`src/rtl/life_ctrl.sv`:
```
// life_ctrl: sequencer for the game-of-life torus array.
// Loads a pattern serially, paces generations (free-run or single-step),
// gates each step on step_allow, and counts live cells by recirculating
// the torus shift chain.
// Optional feature macro: LIFE_LFSR_SEED_EN (internal 16-bit LFSR seed source).
module life_ctrl #(
  parameter int TORUS_WIDTH  = 32,
  parameter int TORUS_HEIGHT = 16,
  parameter int PERIOD_W     = 24,
  parameter int GEN_W        = 16,
  localparam int N           = TORUS_WIDTH * TORUS_HEIGHT,
  localparam int POP_W       = $clog2(N + 1)
) (
  input  logic                clk,
  input  logic                reset_n,
  input  logic                cmd_load,
  input  logic                cmd_count,
  input  logic                cmd_run,
  input  logic                cmd_pause,
  input  logic                cmd_step,
  input  logic [PERIOD_W-1:0] step_period,
  input  logic                step_allow,
  input  logic                ext_seed,
  input  logic                ext_valid,
  output logic                ext_ready,
  input  logic                load_src,
  input  logic [15:0]         lfsr_seed,
  input  logic                torus_last,
  output logic                seed,
  output logic                seed_ena,
  output logic                life_step,
  output logic [GEN_W-1:0]    generation,
  output logic [POP_W-1:0]    population,
  output logic [1:0]          state,
  output logic                busy
);

  typedef enum logic [1:0] {
    ST_PAUSE = 2'd0,
    ST_RUN   = 2'd1,
    ST_LOAD  = 2'd2,
    ST_COUNT = 2'd3
  } state_t;

  state_t              state_q, state_d;
  state_t              ret_q, ret_d;
  logic [POP_W-1:0]    bits_q, bits_d;
  logic [PERIOD_W-1:0] pcnt_q, pcnt_d;
  logic [PERIOD_W-1:0] reload;
  logic                pending_q, pending_d;
  logic                seed_q, seed_d;
  logic                seed_ena_q, seed_ena_d;
  logic                life_step_q, life_step_d;
  logic                ext_ready_q, ext_ready_d;
  logic                busy_q, busy_d;
  logic [GEN_W-1:0]    gen_q, gen_d;
  logic [POP_W-1:0]    pop_q, pop_d;
  logic [POP_W-1:0]    acc_q, acc_d;

  logic                issue, set_step, tick_run, shift;
  logic                lfsr_load, lfsr_adv;
  logic                load_src_eff, src_lfsr, lfsr_bit;

  assign reload = (step_period == '0) ? '0 : step_period - PERIOD_W'(1);

`ifdef LIFE_LFSR_SEED_EN
  logic [15:0] lfsr_q;
  logic        src_lfsr_q;
  logic        lfsr_fb;

  // x^16 + x^14 + x^13 + x^11 + 1, Fibonacci form shifting right
  assign lfsr_fb = lfsr_q[0] ^ lfsr_q[2] ^ lfsr_q[3] ^ lfsr_q[5];

  // LFSR state and the source selection captured with cmd_load
  always_ff @(posedge clk) begin
    if (!reset_n) begin
      lfsr_q     <= '0;
      src_lfsr_q <= 1'b0;
    end else if (lfsr_load) begin
      lfsr_q     <= (lfsr_seed == '0) ? 16'hACE1 : lfsr_seed;
      src_lfsr_q <= load_src;
    end else if (lfsr_adv) begin
      lfsr_q     <= {lfsr_fb, lfsr_q[15:1]};
    end
  end

  assign load_src_eff = load_src;
  assign src_lfsr     = src_lfsr_q;
  assign lfsr_bit     = lfsr_q[0];
`else
  logic unused_lfsr;
  assign load_src_eff = 1'b0;
  assign src_lfsr     = 1'b0;
  assign lfsr_bit     = 1'b0;
  assign unused_lfsr  = ^{load_src, lfsr_seed, lfsr_load, lfsr_adv};
`endif

  // Next-state, command arbitration, step pacing and shift control
  always_comb begin
    state_d     = state_q;
    ret_d       = ret_q;
    bits_d      = bits_q;
    pcnt_d      = pcnt_q;
    pending_d   = pending_q;
    seed_d      = seed_q;
    seed_ena_d  = 1'b0;
    life_step_d = 1'b0;
    ext_ready_d = ext_ready_q;
    gen_d       = gen_q;
    pop_d       = pop_q;
    acc_d       = acc_q;
    issue       = 1'b0;
    set_step    = 1'b0;
    tick_run    = 1'b0;
    shift       = 1'b0;
    lfsr_load   = 1'b0;
    lfsr_adv    = 1'b0;

    unique case (state_q)
      ST_PAUSE, ST_RUN: begin
        if (cmd_load) begin
          state_d     = ST_LOAD;
          bits_d      = POP_W'(N);
          lfsr_load   = 1'b1;
          ext_ready_d = ~load_src_eff;
        end else if (cmd_count) begin
          state_d    = ST_COUNT;
          ret_d      = state_q;
          bits_d     = POP_W'(N);
          acc_d      = '0;
          seed_ena_d = 1'b1;
        end else begin
          if (cmd_pause) begin
            state_d = ST_PAUSE;
          end else if (cmd_run) begin
            if (state_q == ST_PAUSE) begin
              state_d = ST_RUN;
              pcnt_d  = reload;
            end
          end else if (cmd_step && state_q == ST_PAUSE) begin
            set_step = 1'b1;
          end

          // A cmd_run that lands while already running leaves the period alone
          tick_run = (state_q == ST_RUN) && !cmd_pause;
          if (tick_run) begin
            if (pcnt_q == '0) begin
              set_step = 1'b1;
              pcnt_d   = reload;
            end else begin
              pcnt_d   = pcnt_q - PERIOD_W'(1);
            end
          end

          issue       = pending_q & step_allow;
          life_step_d = issue;
          if (issue) gen_d = gen_q + GEN_W'(1);
          // Issue and a fresh expiry in one cycle leave exactly one pending
          pending_d = (pending_q & ~issue) | set_step;
        end
      end

      ST_LOAD: begin
        if (src_lfsr) begin
          shift    = 1'b1;
          seed_d   = lfsr_bit;
          lfsr_adv = 1'b1;
        end else if (ext_valid && ext_ready_q) begin
          shift  = 1'b1;
          seed_d = ext_seed;
        end
        if (shift) begin
          seed_ena_d = 1'b1;
          bits_d     = bits_q - POP_W'(1);
          if (bits_q == POP_W'(1)) begin
            state_d     = ST_PAUSE;
            ext_ready_d = 1'b0;
            gen_d       = '0;
            pending_d   = 1'b0;
            pcnt_d      = '0;
          end
        end
      end

      ST_COUNT: begin
        acc_d  = acc_q + POP_W'(torus_last);
        bits_d = bits_q - POP_W'(1);
        if (bits_q == POP_W'(1)) begin
          state_d = ret_q;
          pop_d   = acc_d;
        end else begin
          seed_ena_d = 1'b1;
        end
      end
    endcase

    busy_d = (state_d == ST_LOAD) || (state_d == ST_COUNT);
  end

  // State and output registers with synchronous active-low reset
  always_ff @(posedge clk) begin
    if (!reset_n) begin
      state_q     <= ST_PAUSE;
      ret_q       <= ST_PAUSE;
      bits_q      <= '0;
      pcnt_q      <= '0;
      pending_q   <= 1'b0;
      seed_q      <= 1'b0;
      seed_ena_q  <= 1'b0;
      life_step_q <= 1'b0;
      ext_ready_q <= 1'b0;
      busy_q      <= 1'b0;
      gen_q       <= '0;
      pop_q       <= '0;
      acc_q       <= '0;
    end else begin
      state_q     <= state_d;
      ret_q       <= ret_d;
      bits_q      <= bits_d;
      pcnt_q      <= pcnt_d;
      pending_q   <= pending_d;
      seed_q      <= seed_d;
      seed_ena_q  <= seed_ena_d;
      life_step_q <= life_step_d;
      ext_ready_q <= ext_ready_d;
      busy_q      <= busy_d;
      gen_q       <= gen_d;
      pop_q       <= pop_d;
      acc_q       <= acc_d;
    end
  end

  // During COUNT the torus output feeds straight back into cell (0,0): a
  // registered copy would add a bit to the loop and N shifts would no longer
  // restore the pattern. The select itself is the registered state.
  assign seed       = (state_q == ST_COUNT) ? torus_last : seed_q;
  assign seed_ena   = seed_ena_q;
  assign life_step  = life_step_q;
  assign ext_ready  = ext_ready_q;
  assign busy       = busy_q;
  assign generation = gen_q;
  assign population = pop_q;
  assign state      = state_q;

endmodule
```
`config.mk`:
```
export PLATFORM = sky130hd
export DESIGN_NAME = life_ctrl
export DESIGN_NICKNAME = d
export VERILOG_FILES = /design/src/rtl/life_ctrl.sv
export SDC_FILE = /design/constraint.sdc
export NUM_CORES = 1
export LEC_CHECK = 0
export BUFFER_PORTS_ARGS = -buffer_cell sky130_fd_sc_hd__buf_2
export CAP_MARGIN = 30
export CORE_ASPECT_RATIO = 1.2
export CORE_MARGIN = 2
export CORE_UTILIZATION = 25
export CTS_CLUSTER_DIAMETER = 50
export CTS_CLUSTER_SIZE = 14
export DETAILED_ROUTE_END_ITERATION = 16
export GPL_TIMING_DRIVEN = 0
export HOLD_SLACK_MARGIN = 0.06
export SLEW_MARGIN = 5
export SYNTH_ARGS = -nofsm -noshare
export SYNTH_HDL_FRONTEND = slang
export SYNTH_SLANG_ARGS = --single-unit
```
`constraint.sdc`:
```
create_clock -name clk -period 4.35 [get_ports clk]
set_clock_uncertainty 0.2 [all_clocks]
set_input_delay 0.2175 -clock clk [delete_from_list [all_inputs] [get_ports clk]]
set_output_delay 0.2175 -clock clk [all_outputs]
set_load 0.005 [all_outputs]
```
==> results of run 1 <==
==> metal layers <==
metal / vias to the layer above / wire length, µm / GRT usage, %
met5: - / 0 / 0
met4: 0 / 130 / 3.681
met3: 9 / 660 / 2.685
met2: 125 / 5833 / 22.09
met1: 2124 / 6000 / 17.32
li1: 2281 / - / -
==> kinds of logic (layout without fill, tap and decap cells) <==
family          after synthesis  in the layout
flops                        80             80
simple gates                262            262
compound gates              147            147
mux                           2              2
fa+ha+maj                     9              9
buf+inv                      36            127
xor+xnor                     44             44
==> final cells by class <==
class,count,share of cell area (%)
multi-input cells,464,50.25
clock buffers,11,4.427
flip-flops and latches,80,29.21
clock inverters,5,1.027
inverters,12,0.8215
repair buffers,75,7.508
plain buffers,24,1.734
well taps,220,5.021
==> cells in the final DEF (no fill, tap or decap), types with 16 or more instances in the layout <==
cell and count:
sky130_fd_sc_hd__a21oi_1 38, sky130_fd_sc_hd__buf_2 70, sky130_fd_sc_hd__clkbuf_1 20, sky130_fd_sc_hd__dfxtp_1 80, sky130_fd_sc_hd__nand2_1 47, sky130_fd_sc_hd__nand3_1 21
sky130_fd_sc_hd__nor2_1 83, sky130_fd_sc_hd__nor3_1 38, sky130_fd_sc_hd__o21ai_0 40, sky130_fd_sc_hd__or3_1 16, sky130_fd_sc_hd__xnor2_1 17, sky130_fd_sc_hd__xor2_1 27
==> repair_timing <==
item | CTS | global route
setup endpoints to repair | 0 | 0
hold buffers | 7 | 0
hold endpoints to repair | 8 | 0
==> sequential cells by signal (all words and copies together) (netlist names), 2 cells and up <==
register    count
state           2
acc_q          10
generation     16
pcnt_q         24
bits_q         10
population     10
ret_q           2
==> critical path, stage by stage <==
cell,delay [ns]
sky130_fd_sc_hd__dlygate4sd3_1,0.53
sky130_fd_sc_hd__buf_2,0.14
sky130_fd_sc_hd__nor4_1,0.81
sky130_fd_sc_hd__nand4_1,0.31
sky130_fd_sc_hd__nor2_1,0.51
sky130_fd_sc_hd__nor2_4,0.14
sky130_fd_sc_hd__a311oi_1,0.30
sky130_fd_sc_hd__a211oi_1,0.09
==> metrics by stage <==
stage | power [W] | setup slack [ns] | util, % | instances
after global placement | 0.001055 | 1.202 | 29.04 | 866
after global routing | 0.001895 | 1.049 | 31.20 | 891
final | 0.001819 | 1.289 | 31.20 | 891
after floorplan | 0.0009694 | 1.732 | - | 580
after CTS | 0.001827 | 1.301 | 31.20 | 891
after detailed placement | 0.001055 | 1.236 | 29.10 | 868
==> worst min-delay path by stage <==
stage	from	to	slack, ns
2_1_floorplan	step_allow	life_step$_SDFF_PP0_	0.14
3_3_place_gp	pcnt_q[10]$_SDFFE_PN0P_	pcnt_q[10]$_SDFFE_PN0P_	0.25
3_5_place_dp	pcnt_q[10]$_SDFFE_PN0P_	pcnt_q[10]$_SDFFE_PN0P_	0.25
4_1_cts	step_period[12]	pcnt_q[12]$_SDFFE_PN0P_	0.07
5_1_grt	step_period[12]	pcnt_q[12]$_SDFFE_PN0P_	0.12
6_report	step_period[12]	pcnt_q[12]$_SDFFE_PN0P_	0.07
==> cells in the mapped netlist, types with 9 or more instances <==
master and number:
sky130_fd_sc_hd__xnor2_1 17, sky130_fd_sc_hd__ha_1 9, sky130_fd_sc_hd__a21oi_1 38, sky130_fd_sc_hd__inv_1 11
sky130_fd_sc_hd__nand4_1 12, sky130_fd_sc_hd__clkbuf_1 19, sky130_fd_sc_hd__a31oi_1 11, sky130_fd_sc_hd__nand2_1 47
sky130_fd_sc_hd__dfxtp_1 80, sky130_fd_sc_hd__nor4_1 11, sky130_fd_sc_hd__o21ai_0 40, sky130_fd_sc_hd__nor2_1 83
sky130_fd_sc_hd__nand3_1 21, sky130_fd_sc_hd__nor3_1 38, sky130_fd_sc_hd__xor2_1 27, sky130_fd_sc_hd__a21o_1 9
sky130_fd_sc_hd__or3_1 16
==> report_power, final <==
group	total (W)	internal, W	switching (W)
sequential	0.000775	0.000754	0.0000206
combinational	0.000273	0.0000993	0.000174
clock	0.000771	0.000459	0.000311
total	0.00182	0.00131	0.000506
==> results.txt, run 1 <==
----------------------------------------------------
[Global routing]
  Pin count of the biggest net entering global routing ... 14
  Number of antenna violations at the first check in global routing ... 0
  Tot GR Track Use ... roughly an eighth
  Global route overflow ... 0
  First-pass GRT wire length ... roughly 20,000 µm
  Via count of the first global-routing pass ... just over 4,000

[Die]
  Number of placement rows ... 53
  Die Y ... roughly 150 µm
  Placeable core region ... between 15,000 and 20,000 µm²
  Overall die area ... around 19,000 µm²
  Die extent in x ... around 130 µm
  Initial standard-cell utilization of the core ... between 20% and 30%
  I/O pins ... between 80 and 90

[STA]
  Final Hold Violating Endpoints ... 0
  Clock period minus final worst setup slack ... roughly 3 ns
  Setup repair after global routing missed its margin ... no
  Slew Limit Fails ... 0
  Final Cycle Share ... between 70% and 80%
  Setup Total Neg Slack ... 0 ns
  Pin slew with the least headroom to its limit ... roughly 0.94 ns
  Worst hold slack across all endpoints ... about 0.069 ns
  Setup-violating endpoint count in the final report ... 0
  Slew headroom ... 36.86%
  Maximum frequency from static timing analysis ... approximately 330 MHz

[Clock network]
  TritonCTS clock tree ... yes
  Number of buffers added by the clock tree synthesis step ... 9
  Post-CTS resize count ... 0
  CTS clock-pin slew for the worst setup and hold paths ... 0.06 ns
  Root cell of the clock tree ... sky130_fd_sc_hd__clkbuf_16
  Setup fix buffers added after clock tree synthesis ... 0
  Worst skew pair latency ... roughly 0.34 ns
  Sinks on Clock Net ... 80
  Number of buffers on the longest clock path ... 2
  H-tree depth ... 3

[Worst setup path]
  Worst R2R Start ... bits_q[5]$_SDFFE_PN0P_
  Critical path peak fanout ... 9
  Critical Path Source ... step_period[15]
  Nature of the critical path endpoint ... flip-flop
  Path type of the worst setup path ... input port to flip-flop
  Worst reg2reg endpoint ... generation[12]$_SDFFE_PN0P_
  Launching element type of the critical path ... input port
  Crit path to ... pcnt_q[16]$_SDFFE_PN0P_
  Setup slack of the most critical reg-to-reg path ... 1.35 ns
  Arrival time worst endpoint ... ~3 ns
  Number of cells on the worst reg-to-reg path ... 6
  Data required time at the worst endpoint ... between 4 and 5 ns

[Place]
  Total of buffers placed on input and output ports ... 66
  Routability Congestion ... about 0.83
  Sum of net half-perimeters after detailed placement ... approximately 9400 µm
  Total placed instance area ... 5114 µm²

[Power]
  PwrDens ... 331.8 nW/µm²
  IR Drop Worst-Case VDD ... 0.1971 mV
  P_leak ... ~2.1 nW

[Synth]
  EDFF count, synth ... 0
  Seq/Total Area, Yosys ... a little over a third
  Async set-reset flop share out of synthesis ... 0%
  Fraction of the mapped netlist area in compound gates ... 21.23%
  Largest family of logic cells by synthesized area ... simple AND/OR/NAND/NOR gates
  Share of cell area taken by muxes after synthesis ... less than 1%
  Post-synthesis cell type with the largest combined area ... sky130_fd_sc_hd__dfxtp_1
  Top cell type's share of synthesized area ... between 30% and 40%
  Avg Cell Area, Syn ... approximately 7.8 µm²
  Number of distinct library cells after synthesis ... 56
  Number of cells produced by synthesis ... 580
  Net count of the mapped netlist ... 641
  #FFs+latches synth ... 80
  Netlist area before placement ... around 4500 µm²
  XOR/XNOR Fraction of Synth Area ... 8.570%
  Synthesis warning total ... 0
  Main area contributors after synthesis ... sky130_fd_sc_hd__dfxtp_1, sky130_fd_sc_hd__nor2_1, sky130_fd_sc_hd__xor2_1
  Synthesized-area fraction occupied by and/or/nand/nor cells ... 28.52%
  Adder-cell area share of the yosys netlist ... under 10%
  Leading register cell type out of synthesis ... sky130_fd_sc_hd__dfxtp_1

[Routing]
  First-iteration detailed-routing DRC count ... a little under 300
  DRT antenna net count ... 0
  Post-detailed-routing wire length ... between 10,000 and 15,000 µm
  DRC violations left ... 0
  Vias after detailed routing ... 4,539
  Wirelength per Cell ... about 14 µm
  Vias per std cell ... just over 5
  Number of detailed-routing iterations run before antenna repair ... 5

[Finish]
  Sequential cell area ... around 1600 µm²
  ANT cells ... 0
  Filler Cell Count ... around 1,900
  Number of nets in the final layout ... 727
  Area of combinational cells with multiple inputs ... around 2800 µm²
  Layout Cell Area excl Fill ... 5483 µm²
  Layout Area Growth over Synthesis ... 21.93%
  Fraction of final layout cells with drive strength greater than 1 ... approximately 15%

[Min path]
  Worst Hold Path Cells ... 3
  Tightest Hold Check Type ... input port to flip-flop

[Run status]
  Result of the run ... finished, final reports clean

[Flow run]
  Max capacitance violation total ... 0

----------------------------------------------------
(Power assumes the default switching activity.)
==> inputs of run 2 (changes only) <==
==> constraint.sdc (replaced) <==
create_clock -name clk -period 2.9 [get_ports clk]
set_clock_uncertainty 0.2 [all_clocks]
set_input_delay 0.145 -clock clk [delete_from_list [all_inputs] [get_ports clk]]
set_output_delay 0.145 -clock clk [all_outputs]
set_load 0.005 [all_outputs]
==> results.txt, run 2 (synthesis results as in run 1) <==
----------------------------------------------------
[Run status]
  Result of the run ... finished, final reports clean

[STA]
  Clock period minus final worst setup slack ... ~2.8 ns
  Post-layout worst setup margin ... approximately 0.088 ns
  Final Hold Violating Endpoints ... 0
  Maximum frequency from static timing analysis ... approximately 360 MHz
  Worst hold slack across all endpoints ... about 0.060 ns
  Pin slew with the least headroom to its limit ... 0.9748 ns
  Setup repair after global routing missed its margin ... no
  Final Cycle Share ... a little over nine tenths
  Setup-violating endpoint count in the final report ... 0
  Slew Limit Fails ... 0
  Slew headroom ... roughly a third

[Finish]
  Most common cell after layout, fill and taps aside ... sky130_fd_sc_hd__nor2_1
  Flip-flop count of the largest register after layout ... 24
  Top library cells by usage in the layout, fill and taps aside ... sky130_fd_sc_hd__nor2_1, sky130_fd_sc_hd__dfxtp_1, sky130_fd_sc_hd__buf_2
  Layout Area Growth over Synthesis ... 26.54%
  Largest register by flop count ... pcnt_q
  Final Core Density ... about a third
  ANT cells ... 0
  Fraction of final layout cells with drive strength greater than 1 ... roughly 18%
  Filler Cell Count ... between 1,500 and 2,000
  Number of nets in the final layout ... roughly 740

[Worst setup path]
  Cell with the largest stage delay on the worst path ... sky130_fd_sc_hd__or4_4
  Nature of the critical path endpoint ... flip-flop
  Launching element type of the critical path ... flip-flop
  Maximum single-stage delay on the critical path ... about 0.54 ns
  CP Cell Sequence ... or4_4, or4_1, buf_2, o31a_4, or3_1, o21ai_0, a22o_1
  Arrival time worst endpoint ... approximately 2.9 ns
  CP delay by family, top ... simple AND/OR/NAND/NOR gates
  Path type of the worst setup path ... flip-flop to flip-flop
  Critical path peak fanout ... 7
  Data required time at the worst endpoint ... just under 3 ns
  Number of buffer and inverter stages on the critical path ... 1

[Place]
  Total of buffers placed on input and output ports ... 66
  Routability Congestion ... around 0.83
  Worst slack after detailed placement ... -0.1412 ns
  Sum of net half-perimeters after detailed placement ... between 9000 and 10,000 µm

[Global routing]
  Pin count of the biggest net entering global routing ... 14
  Tot GR Track Use ... between 10% and 20%
  Global route overflow ... 0
  Via count of the first global-routing pass ... 4,170
  Number of antenna violations at the first check in global routing ... 0
  First-pass GRT wire length ... between 20,000 and 25,000 µm

[Clock network]
  TritonCTS clock tree ... yes
  Worst skew pair latency ... 0.34 ns
  H-tree depth ... 3
  Root cell of the clock tree ... sky130_fd_sc_hd__clkbuf_16
  Sinks on Clock Net ... 80
  Number of buffers on the longest clock path ... 2
  Number of buffers added by the clock tree synthesis step ... 9
  CTS clock-pin slew for the worst setup and hold paths ... approximately 0.06 ns

[Die]
  Overall die area ... between 15,000 and 20,000 µm²
  I/O pins ... 85
  Placeable core region ... 17,570 µm²
  Initial standard-cell utilization of the core ... around a quarter
  Die Y ... around 150 µm
  Die extent in x ... ~130 µm
  Number of placement rows ... 53

[Routing]
  Post-detailed-routing wire length ... about 13,000 µm
  Vias after detailed routing ... 4,573
  First-iteration detailed-routing DRC count ... 292
  Number of detailed-routing iterations run before antenna repair ... 5
  DRC violations left ... 0
  Vias per std cell ... ~5
  DRT antenna net count ... 0
  Wirelength per Cell ... roughly 14 µm

[Flow run]
  Max capacitance violation total ... 0

[Power]
  Total chip power ... 0.002756 W
  P_leak ... between 2 and 2.5 nW
  PwrDens ... a little under 500 nW/µm²
  IR Drop Worst-Case VDD ... just under 0.3 mV

[Min path]
  Tightest Hold Check Type ... input port to flip-flop

----------------------------------------------------
-- run 2: changes by cell type in the layout (fill, tap and decap cells not counted), moves of 2 or more --
cell                            delta
sky130_fd_sc_hd__buf_2             -2
sky130_fd_sc_hd__buf_4             +5
sky130_fd_sc_hd__buf_6             +2
sky130_fd_sc_hd__clkbuf_1          -3
sky130_fd_sc_hd__dlygate4sd3_1     +8
sky130_fd_sc_hd__nor3_1            -4
sky130_fd_sc_hd__nor3_2            +4
sky130_fd_sc_hd__nor4_1            -4
sky130_fd_sc_hd__nor4_2            +4
sky130_fd_sc_hd__o21ai_1           -2
sky130_fd_sc_hd__o21ai_2           +2
-- run 2: routing by layer --
metal	global-route usage [%]	part of all wire [%]
met5	0	0
met1	17.30	47
met2	22.41	47
met4	3.681	1.3
met3	2.649	4.6
-- run 2: worst reg2reg max path, cell delays in order, from the launching register on --
cell and delay [ns]:
sky130_fd_sc_hd__dfxtp_2 0.35, sky130_fd_sc_hd__or4_4 0.54, sky130_fd_sc_hd__or4_1 0.39, sky130_fd_sc_hd__buf_2 0.19
sky130_fd_sc_hd__o31a_4 0.41, sky130_fd_sc_hd__or3_1 0.40, sky130_fd_sc_hd__o21ai_0 0.11, sky130_fd_sc_hd__a22o_1 0.17
-- run 2: per-stage QoR --
stage	setup TNS [ns]	cell area [µm²]	instances
4_1_cts	-0.0001523	5574	899
6_report	0	5690	902
5_1_grt	0	5690	902
2_1_floorplan	0	4497	580
3_5_place_dp	-1.144	5114	868
3_3_place_gp	-2.276	5102	866
-- run 2: final timing paths --
path / startpoint / to / slack (ns) / cells after the start
setup reg to reg: pcnt_q[16]$_SDFFE_PN0P_ / pcnt_q[5]$_SDFFE_PN0P_ / 0.09 / 7
setup / recovery: pcnt_q[16]$_SDFFE_PN0P_ / pcnt_q[5]$_SDFFE_PN0P_ / 0.09 / 7
hold / removal: step_period[7] / pcnt_q[7]$_SDFFE_PN0P_ / 0.06 / 5
hold reg to reg: pcnt_q[10]$_SDFFE_PN0P_ / pcnt_q[10]$_SDFFE_PN0P_ / 0.26 / 2
-- run 2: final cells by class --
cell class	count	area, µm²	area share (%)
clock buffers	11	242.7	4.266
repair buffers	87	521.8	9.169
multi-input cells	464	2838	49.87
clock inverters	5	56.30	0.9894
inverters	12	45.04	0.7916
plain buffers	23	108.9	1.913
well taps	220	275.3	4.837
flip-flops and latches	80	1603	28.17
-- run 2: where the power goes --
part / total [W] / internal [W] / switching, W
Clock: 0.00116 / 0.000689 / 0.000467
Combinational: 0.000435 / 0.000164 / 0.000271
Sequential: 0.00116 / 0.00113 / 0.0000333
-- run 2: what timing repair did --
action,CTS,global route
pin swaps,0,3
hold buffers,15,0
buffers inserted,0,4
resized for setup,3,26
cloned,0,0
setup endpoints to repair,14,38
hold endpoints to repair,19,0
